===== src/rtl/status_text_render.sv =====
// ----------------------------------------------------------------------------
// status_text_render
//
// Renders a LINE_CNT x LINE_LEN grid of 7-bit characters at (START_X, START_Y)
// in the pixel stream. Characters come from a writable buffer. Up to NUM_CNT
// right-aligned decimal fields are overlaid on it from a BCD snapshot that is
// taken once per frame. Lines can blink individually, and glyphs can be
// magnified by 2^SCALE_LOG2. An external font ROM is addressed with
// {char, glyph row}, and the returned row is turned into a pixel-aligned draw
// flag.
//
// Optional feature macro: STATUS_TEXT_ZERO_BLANK_EN
//   defined   : leading zeros of each field render as ' ' (digit 0 always shown)
//   undefined : every digit renders, including leading '0'
//
// Ports
//   clk_i          pixel clock
//   rst_n_i        asynchronous active-low reset
//   pix_x_i/_y_i   current pixel coordinate
//   frame_start_i  one-cycle pulse, captures num_bcd_i into the snapshot
//   wr_en_i        character buffer write strobe
//   wr_line_i      write line index
//   wr_pos_i       write column index
//   wr_char_i      ASCII code to write
//   num_bcd_i      BCD digits, field k digit d at [(k*NUM_DIGITS+d)*4 +: 4]
//   blink_mask_i   bit n set: line n blinks
//   rom_addr_o     font ROM address {char, glyph row}
//   rom_data_i     font ROM row, MSB = leftmost pixel
//   draw_o         lit text pixel, latency ROM_LATENCY+2
//   in_region_o    pixel inside the grid rectangle, same latency as draw_o
// ----------------------------------------------------------------------------
module status_text_render #(
   parameter int PIX_WIDTH   = 12,
   parameter int START_X     = 670,
   parameter int START_Y     = 430,
   parameter int LINE_CNT    = 4,
   parameter int LINE_LEN    = 16,
   parameter int FONT_X      = 16,
   parameter int FONT_Y      = 32,
   parameter int SCALE_LOG2  = 0,
   parameter int NUM_CNT     = 3,
   parameter int NUM_DIGITS  = 6,
   parameter int NUM_POS     = 6,
   parameter int ROM_LATENCY = 1,
   parameter int BLINK_TICKS = 30_000_000
) (
   input  logic                              clk_i,
   input  logic                              rst_n_i,
   input  logic [PIX_WIDTH-1:0]              pix_x_i,
   input  logic [PIX_WIDTH-1:0]              pix_y_i,
   input  logic                              frame_start_i,
   input  logic                              wr_en_i,
   input  logic [$clog2(LINE_CNT)-1:0]       wr_line_i,
   input  logic [$clog2(LINE_LEN)-1:0]       wr_pos_i,
   input  logic [6:0]                        wr_char_i,
   input  logic [NUM_CNT*NUM_DIGITS*4-1:0]   num_bcd_i,
   input  logic [LINE_CNT-1:0]               blink_mask_i,
   output logic [7+$clog2(FONT_Y)-1:0]       rom_addr_o,
   input  logic [FONT_X-1:0]                 rom_data_i,
   output logic                              draw_o,
   output logic                              in_region_o
);

   localparam int LW      = $clog2(LINE_CNT);
   localparam int CLW     = $clog2(LINE_LEN);
   localparam int RW      = $clog2(FONT_Y);
   localparam int GW      = $clog2(FONT_X);
   localparam int CW_LOG2 = GW + SCALE_LOG2;
   localparam int CH_LOG2 = RW + SCALE_LOG2;
   localparam int BCD_W   = NUM_CNT * NUM_DIGITS * 4;
   localparam int BW      = (BLINK_TICKS > 1) ? $clog2(BLINK_TICKS) : 1;

   // Region bounds evaluated in 32 bits so the right/bottom edge never wraps
   // inside PIX_WIDTH.
   localparam logic [31:0] X_LO = 32'(START_X);
   localparam logic [31:0] X_HI = 32'(START_X + (LINE_LEN << CW_LOG2));
   localparam logic [31:0] Y_LO = 32'(START_Y);
   localparam logic [31:0] Y_HI = 32'(START_Y + (LINE_CNT << CH_LOG2));

   localparam logic [6:0] ASCII_SPACE = 7'h20;
   localparam logic [6:0] ASCII_QMARK = 7'h3F;

   // BCD digit to ASCII; non-decimal digits show as '?'.
   function automatic logic [6:0] digit_ascii(input logic [3:0] dig,
                                              input logic       blank);
      if (blank)
         return ASCII_SPACE;
      else if (dig > 4'd9)
         return ASCII_QMARK;
      else
         return {3'b011, dig};
   endfunction

   // -------------------------------------------------------------------------
   // Character buffer, number snapshot, blink timer
   // -------------------------------------------------------------------------
   logic [6:0]        cbuf [LINE_CNT*LINE_LEN];
   logic [BCD_W-1:0]  snap;
   logic [BW-1:0]     blink_cnt;
   logic              blink_phase;

   // Index widths match LINE_CNT/LINE_LEN exactly (both powers of 2), so an
   // out-of-range write index cannot be expressed and needs no filtering.
   always_ff @(posedge clk_i or negedge rst_n_i) begin
      if (!rst_n_i) begin
         for (int i = 0; i < LINE_CNT*LINE_LEN; i++)
            cbuf[i] <= ASCII_SPACE;
      end else if (wr_en_i) begin
         cbuf[{wr_line_i, wr_pos_i}] <= wr_char_i;
      end
   end

   always_ff @(posedge clk_i or negedge rst_n_i) begin
      if (!rst_n_i)
         snap <= '0;
      else if (frame_start_i)
         snap <= num_bcd_i;
   end

   always_ff @(posedge clk_i or negedge rst_n_i) begin
      if (!rst_n_i) begin
         blink_cnt   <= '0;
         blink_phase <= 1'b1;
      end else if (blink_cnt == BW'(BLINK_TICKS-1)) begin
         blink_cnt   <= '0;
         blink_phase <= ~blink_phase;
      end else begin
         blink_cnt   <= blink_cnt + 1'b1;
      end
   end

   // -------------------------------------------------------------------------
   // Stage 0: geometry, character select, visibility (combinational)
   // -------------------------------------------------------------------------
   logic [PIX_WIDTH-1:0] dx_p0;
   logic [PIX_WIDTH-1:0] dy_p0;
   logic [31:0]          px32_p0;
   logic [31:0]          py32_p0;
   logic                 vld_p0;
   logic [CLW-1:0]       col_p0;
   logic [LW-1:0]        line_p0;
   logic [RW-1:0]        grow_p0;
   logic [GW-1:0]        gcol_p0;
   logic                 vis_p0;
   logic [6:0]           char_p0;

   assign px32_p0 = 32'(pix_x_i);
   assign py32_p0 = 32'(pix_y_i);
   assign vld_p0  = (px32_p0 >= X_LO) && (px32_p0 < X_HI) &&
                    (py32_p0 >= Y_LO) && (py32_p0 < Y_HI);

   // Outside the region these wrap to arbitrary cells; harmless because the
   // draw flag is qualified by vld.
   assign dx_p0   = pix_x_i - PIX_WIDTH'(START_X);
   assign dy_p0   = pix_y_i - PIX_WIDTH'(START_Y);
   assign col_p0  = CLW'(dx_p0 >> CW_LOG2);
   assign line_p0 = LW'(dy_p0 >> CH_LOG2);
   assign grow_p0 = RW'(dy_p0 >> SCALE_LOG2);
   assign gcol_p0 = GW'(dx_p0 >> SCALE_LOG2);
   assign vis_p0  = !blink_mask_i[line_p0] || blink_phase;

   // Number fields override the buffer. Digits are scanned from most to least
   // significant so 'lead' is true while every digit seen so far is zero.
   always_comb begin
      logic       lead;
      logic [3:0] dig;
      logic       blank;
      char_p0 = cbuf[{line_p0, col_p0}];
      lead    = 1'b1;
      dig     = 4'd0;
      blank   = 1'b0;
      for (int k = 0; k < NUM_CNT; k++) begin
         lead = 1'b1;
         for (int d = NUM_DIGITS-1; d >= 0; d--) begin
            dig  = snap[(k*NUM_DIGITS + d)*4 +: 4];
            lead = lead && (dig == 4'd0);
`ifdef STATUS_TEXT_ZERO_BLANK_EN
            blank = lead && (d != 0);
`else
            blank = 1'b0;
`endif
            if ((line_p0 == LW'(k)) && (col_p0 == CLW'(NUM_POS + NUM_DIGITS - 1 - d)))
               char_p0 = digit_ascii(dig, blank);
         end
      end
   end

   // -------------------------------------------------------------------------
   // Stage 1: ROM address and sideband; sideband then delayed by ROM_LATENCY.
   // Element i of each *_p1 array is i cycles behind stage 1, so element
   // ROM_LATENCY lines up with rom_data_i.
   // -------------------------------------------------------------------------
   logic           vld_p1  [ROM_LATENCY+1];
   logic           vis_p1  [ROM_LATENCY+1];
   logic [GW-1:0]  gcol_p1 [ROM_LATENCY+1];

   always_ff @(posedge clk_i or negedge rst_n_i) begin
      if (!rst_n_i) begin
         rom_addr_o <= '0;
         for (int i = 0; i <= ROM_LATENCY; i++) begin
            vld_p1[i]  <= 1'b0;
            vis_p1[i]  <= 1'b0;
            gcol_p1[i] <= '0;
         end
      end else begin
         rom_addr_o <= {char_p0, grow_p0};
         vld_p1[0]  <= vld_p0;
         vis_p1[0]  <= vis_p0;
         gcol_p1[0] <= gcol_p0;
         for (int i = 1; i <= ROM_LATENCY; i++) begin
            vld_p1[i]  <= vld_p1[i-1];
            vis_p1[i]  <= vis_p1[i-1];
            gcol_p1[i] <= gcol_p1[i-1];
         end
      end
   end

   // -------------------------------------------------------------------------
   // Stage 2: pixel select from the ROM row
   // -------------------------------------------------------------------------
   logic [GW-1:0] bit_sel_p2;
   assign bit_sel_p2 = GW'(FONT_X-1) - gcol_p1[ROM_LATENCY];

   always_ff @(posedge clk_i or negedge rst_n_i) begin
      if (!rst_n_i) begin
         draw_o      <= 1'b0;
         in_region_o <= 1'b0;
      end else begin
         draw_o      <= vld_p1[ROM_LATENCY] && vis_p1[ROM_LATENCY] &&
                        rom_data_i[bit_sel_p2];
         in_region_o <= vld_p1[ROM_LATENCY];
      end
   end

endmodule


===== config.mk =====
export PLATFORM = sky130hd
export DESIGN_NAME = status_text_render
export DESIGN_NICKNAME = d
export VERILOG_FILES = /design/src/rtl/status_text_render.sv
export SDC_FILE = /design/constraint.sdc
export NUM_CORES = 1
export LEC_CHECK = 0
export ABC_AREA = 1
export ABC_CLOCK_PERIOD_IN_PS = 2850
export CAP_MARGIN = 20
export CORE_MARGIN = 1
export CORE_UTILIZATION = 35
export CTS_BUF_LIST = sky130_fd_sc_hd__clkbuf_8
export DETAILED_ROUTE_END_ITERATION = 16
export GPL_TIMING_DRIVEN = 1
export PLACE_DENSITY = 0.59
export SLEW_MARGIN = 20
export SYNTH_ARGS = -nofsm -noshare
export SYNTH_HDL_FRONTEND = slang
export SYNTH_SLANG_ARGS = --single-unit

===== constraint.sdc =====
create_clock -name clk_i -period 2.85 [get_ports clk_i]
set_input_delay 0.855 -clock clk_i [delete_from_list [all_inputs] [get_ports clk_i]]
set_output_delay 0.855 -clock clk_i [all_outputs]
set_load 0.005 [all_outputs]

==> run summary <==
• **Cell Area, Synth** 0.02622 mm²
• **total half-perimeter wirelength after legalization and detailed placement** 60.12 mm
• **max capacitance violation total** 0
• **switching share of total power** 29.50%
• **Port Buf Inserts** 146
• **layout filler cell count** 7178
• **global router's overall resource usage** 23.27%
• **number of sinks handled by clock tree synthesis** 572
• **register area share after synthesis** 54.91%
• **Final period util** 111.6%
• **vias in the first global route** 22754
• **worst hold margin** 33.07 ps
• **sort of element at the start of the critical path** input port
• **pin count of the biggest net entering global routing** 102
• **deepest level of the CTS H-tree** 3
• **unrepaired setup endpoints after global routing** yes
• **nature of the critical path endpoint** flop
• **highest fanout seen on the critical path** 6
• **worst max-slew margin expressed relative to the limit** 50.47%
• **EDFF count, synth** 0
• **Detailed Routing Iterations Pass 1** 5
• **Leak Pwr** 15.85 nW
• **post-detailed-routing wire length** 88.48 mm
• **CTS tree** built
• **number of antenna violations at the first check in global routing** 1
• **result of the run** finished, violations left
• **slew of the pin with the lowest slew margin** 743.0 ps
• **cell accounting for the most synthesized area** sky130_fd_sc_hd__dfrtp_1
• **Post-CTS Hold Fix Bufs** 0
• **horizontal die dimension** 275.7 µm
• **layout overhead on the synthesized area** 29.38%
• **share of flip-flops with an asynchronous set or reset after synthesis** 100.0%
• **post-synthesis cell count** 3159
• **insertion delay to the later sink of the worst-skew pair** 750 ps
• **maximum resistive drop on vdd** 0.0003678 V
• **Final GP Congestion** 0.9475
• **ys flop type** sky130_fd_sc_hd__dfrtp_1
• **Pint** 14.96 mW
• **Worst Path Required** 3430 ps
• **number of library cell types mapped by synthesis** 51
• **clock-pin slew on the worst setup and hold paths** 60 ps
• **classification of the worst setup path** input port to flop
• **final critical-path setup slack** -330.3 ps
• **clock power share** 36.0%
• **worst path arrival time** 3760 ps
• **buffer cell driving the clock tree root** sky130_fd_sc_hd__clkbuf_8
• **warning count from the yosys run** 0
• **Core Box Area** 0.07358 mm²
• **pins over their slew limit** 0
• **number of nets produced by synthesis** 3295
• **number of vias per cell after detailed routing** 5.159
• **starting density of the core** 35.63%
• **final worst clock skew** 54.49 ps
• **routed wirelength normalized by instance count** 19.28 µm
• **Fin Setup TNS** -1500 ps
• **commonest non-fill, non-tap cells in the layout** sky130_fd_sc_hd__nand2_1 (977), sky130_fd_sc_hd__dfrtp_1 (507), sky130_fd_sc_hd__o21ai_0 (484)
• **vias** 23676
• **# nets final** 3684
• **Final setup violation count** 7
• **commonest non-fill, non-tap cell in the layout** sky130_fd_sc_hd__nand2_1
• **DR iter-0 viols** 2301
• **die footprint** 0.07600 mm²
• **Sequential Power Share** 46.4%
• **share of the synthesized area in the top cell type** 48.39%
• **fin crit period** 3180 ps
• **proportion of power drawn by combinational gates** 17.6%
• **Post-Synthesis Mean Instance Area** 8.299 µm²
• **residual DRC count** 0
• **share of post-route cells with drive strength above 1** 19.18%
• **number of clock buffers inserted by TritonCTS** 98
• **switching pwr** 6.263 mW
• **largest buffer count on any clock path** 3
• **number of ports placed on the die boundary** 147
• **Placement Rows** 99
• **cells taking the most area after synthesis** sky130_fd_sc_hd__dfrtp_1 (48%), sky130_fd_sc_hd__nand2_1 (14%), sky130_fd_sc_hd__o21ai_0 (9.3%), sky130_fd_sc_hd__dfstp_2 (6.5%), sky130_fd_sc_hd__a21oi_1 (2.7%)
• **die extent in y** 275.7 µm
• **violated checks** negative setup slack
• **residual overflow from global routing** 0
• **path class of the lowest-slack min-delay path** input port to asynchronous set/reset pin
• **first-pass GRT wire length** 135.9 mm
• **post-route antenna net violation count** 0
• **total power divided by cell area** 625.8 mW/mm²
• **upper clock frequency limit** 0.3144 GHz
• **endpoints failing hold** 0
• **number of flip-flops and latches in the synthesized netlist** 572
-- synthesized netlist by cell type (16+ instances only) --
master / instances
sky130_fd_sc_hd__dfstp_2: 65
sky130_fd_sc_hd__a22oi_1: 88
sky130_fd_sc_hd__buf_2: 16
sky130_fd_sc_hd__nand2_1: 999
sky130_fd_sc_hd__nand3_1: 93
sky130_fd_sc_hd__a21oi_1: 140
sky130_fd_sc_hd__inv_1: 168
sky130_fd_sc_hd__nand4_1: 24
sky130_fd_sc_hd__dfrtp_1: 507
sky130_fd_sc_hd__mux2_2: 17
sky130_fd_sc_hd__o21ai_0: 488
sky130_fd_sc_hd__nor3_1: 46
sky130_fd_sc_hd__clkbuf_1: 154
sky130_fd_sc_hd__buf_1: 16
sky130_fd_sc_hd__nor2_1: 169
sky130_fd_sc_hd__o22ai_1: 21
sky130_fd_sc_hd__nor4_1: 18
-- kinds of logic after synthesis --
group                      share of synthesized area, %
adders and majority gates                        0.1432
xor gates and xnor gates                         0.5346
muxes                                            0.7302
DFF                                               54.91
buffers and inverters                             5.517
AOI/OAI and AO/OA                                 16.85
and+or+nand+nor                                   21.32
-- cell type report --
class                           instances  area, µm²  area share [%]
Antenna cell                            1      2.502        0.007377
Clock buffer                          124       1707           5.031
Clock inverter                         57      321.6          0.9480
Inverter                              181      709.4           2.091
Multi-Input combinational cell       2214      10880           32.08
Sequential cell                       572      14400           42.44
Tap cell                              959       1200           3.537
Timing Repair Buffer                  481       4705           13.87
-- path summary, 6_finish.rpt --
check | startpoint | to | slack [ps] | depth (start not counted)
max | pix_x_i[1] | rom_addr_o[8] | -330 | 24
min | rst_n_i | snap[56] | 30 | 1
max reg2reg | blink_cnt[0] | blink_cnt[24] | 230 | 21
min reg2reg | gcol_p1[4] | gcol_p1[0] | 350 | 0
max in group asynchronous | rst_n_i | cbuf[12] | 1910 | 3
min in group clk_i | pix_x_i[1] | gcol_p1[5] | 330 | 2
-- power by group through the flow --
| stage | logic [mW] | clock network [mW] | registers [mW] |
|---|---|---|---|
| global route | 4.13 | 8.12 | 9.97 |
| CTS | 3.65 | 7.76 | 9.85 |
| finish | 3.74 | 7.63 | 9.86 |
| detailed placement | 3.43 | 0 | 9.97 |
| floorplan | 1.84 | 0 | 9.77 |
| global placement | 3.38 | 0 | 9.97 |
-- metal layers --
metal  GRT usage (%)  share of wire [%]
met5               0                  0
met1           32.83                 45
met4           7.575                3.0
met2           35.98                 44
met3           4.280                7.6
-- sequential cells by signal, indices dropped and copies added, names as in the netlist --
| signal | flops |
|---|---|
| cbuf | 448 |
| snap | 72 |
| blink_cnt | 25 |
| rom_addr_o | 12 |
| gcol_p1 | 8 |
| vis_p1 | 2 |
| vld_p1 | 2 |
| blink_phase | 1 |
| draw_o | 1 |
| in_region_o | 1 |
-- worst max-delay path, stage by stage --
cell and delay [ps]:
sky130_fd_sc_hd__buf_8 90, sky130_fd_sc_hd__ha_4 140, sky130_fd_sc_hd__nand3_4 120, sky130_fd_sc_hd__buf_4 180, sky130_fd_sc_hd__nand2_4 70, sky130_fd_sc_hd__xor2_4 250, sky130_fd_sc_hd__inv_2 70, sky130_fd_sc_hd__nor2_4 250
sky130_fd_sc_hd__buf_4 210, sky130_fd_sc_hd__nand2_4 60, sky130_fd_sc_hd__buf_6 110, sky130_fd_sc_hd__nor2_4 80, sky130_fd_sc_hd__inv_2 40, sky130_fd_sc_hd__buf_4 120, sky130_fd_sc_hd__buf_4 120, sky130_fd_sc_hd__buf_4 120
sky130_fd_sc_hd__buf_4 120, sky130_fd_sc_hd__buf_4 120, sky130_fd_sc_hd__buf_4 120, sky130_fd_sc_hd__buf_4 120, sky130_fd_sc_hd__buf_4 120, sky130_fd_sc_hd__buf_4 120, sky130_fd_sc_hd__nor2_1 90, sky130_fd_sc_hd__a21oi_1 50
-- through the flow --
step	area (µm²)	worst slack, ps	total power [mW]	utilization, %	cells
floorplan	26340	-236.8	11.61	-	3159
global placement	30830	-1835	13.35	41.90	4358
detailed placement	30830	-1851	13.40	41.90	4358
CTS	33600	-434.3	21.26	45.66	4581
global route	33920	-579.5	22.22	46.10	4589
finish	33920	-330.3	21.23	46.10	4589
-- timing repair --
action,CTS,global route
gates resized for setup,110,70
setup buffers,39,9
endpoints found under the hold margin,0,0
cloned,4,2
pin swaps,41,42
endpoints found under the setup margin,7,13
Power figures use the tool's default switching activity.
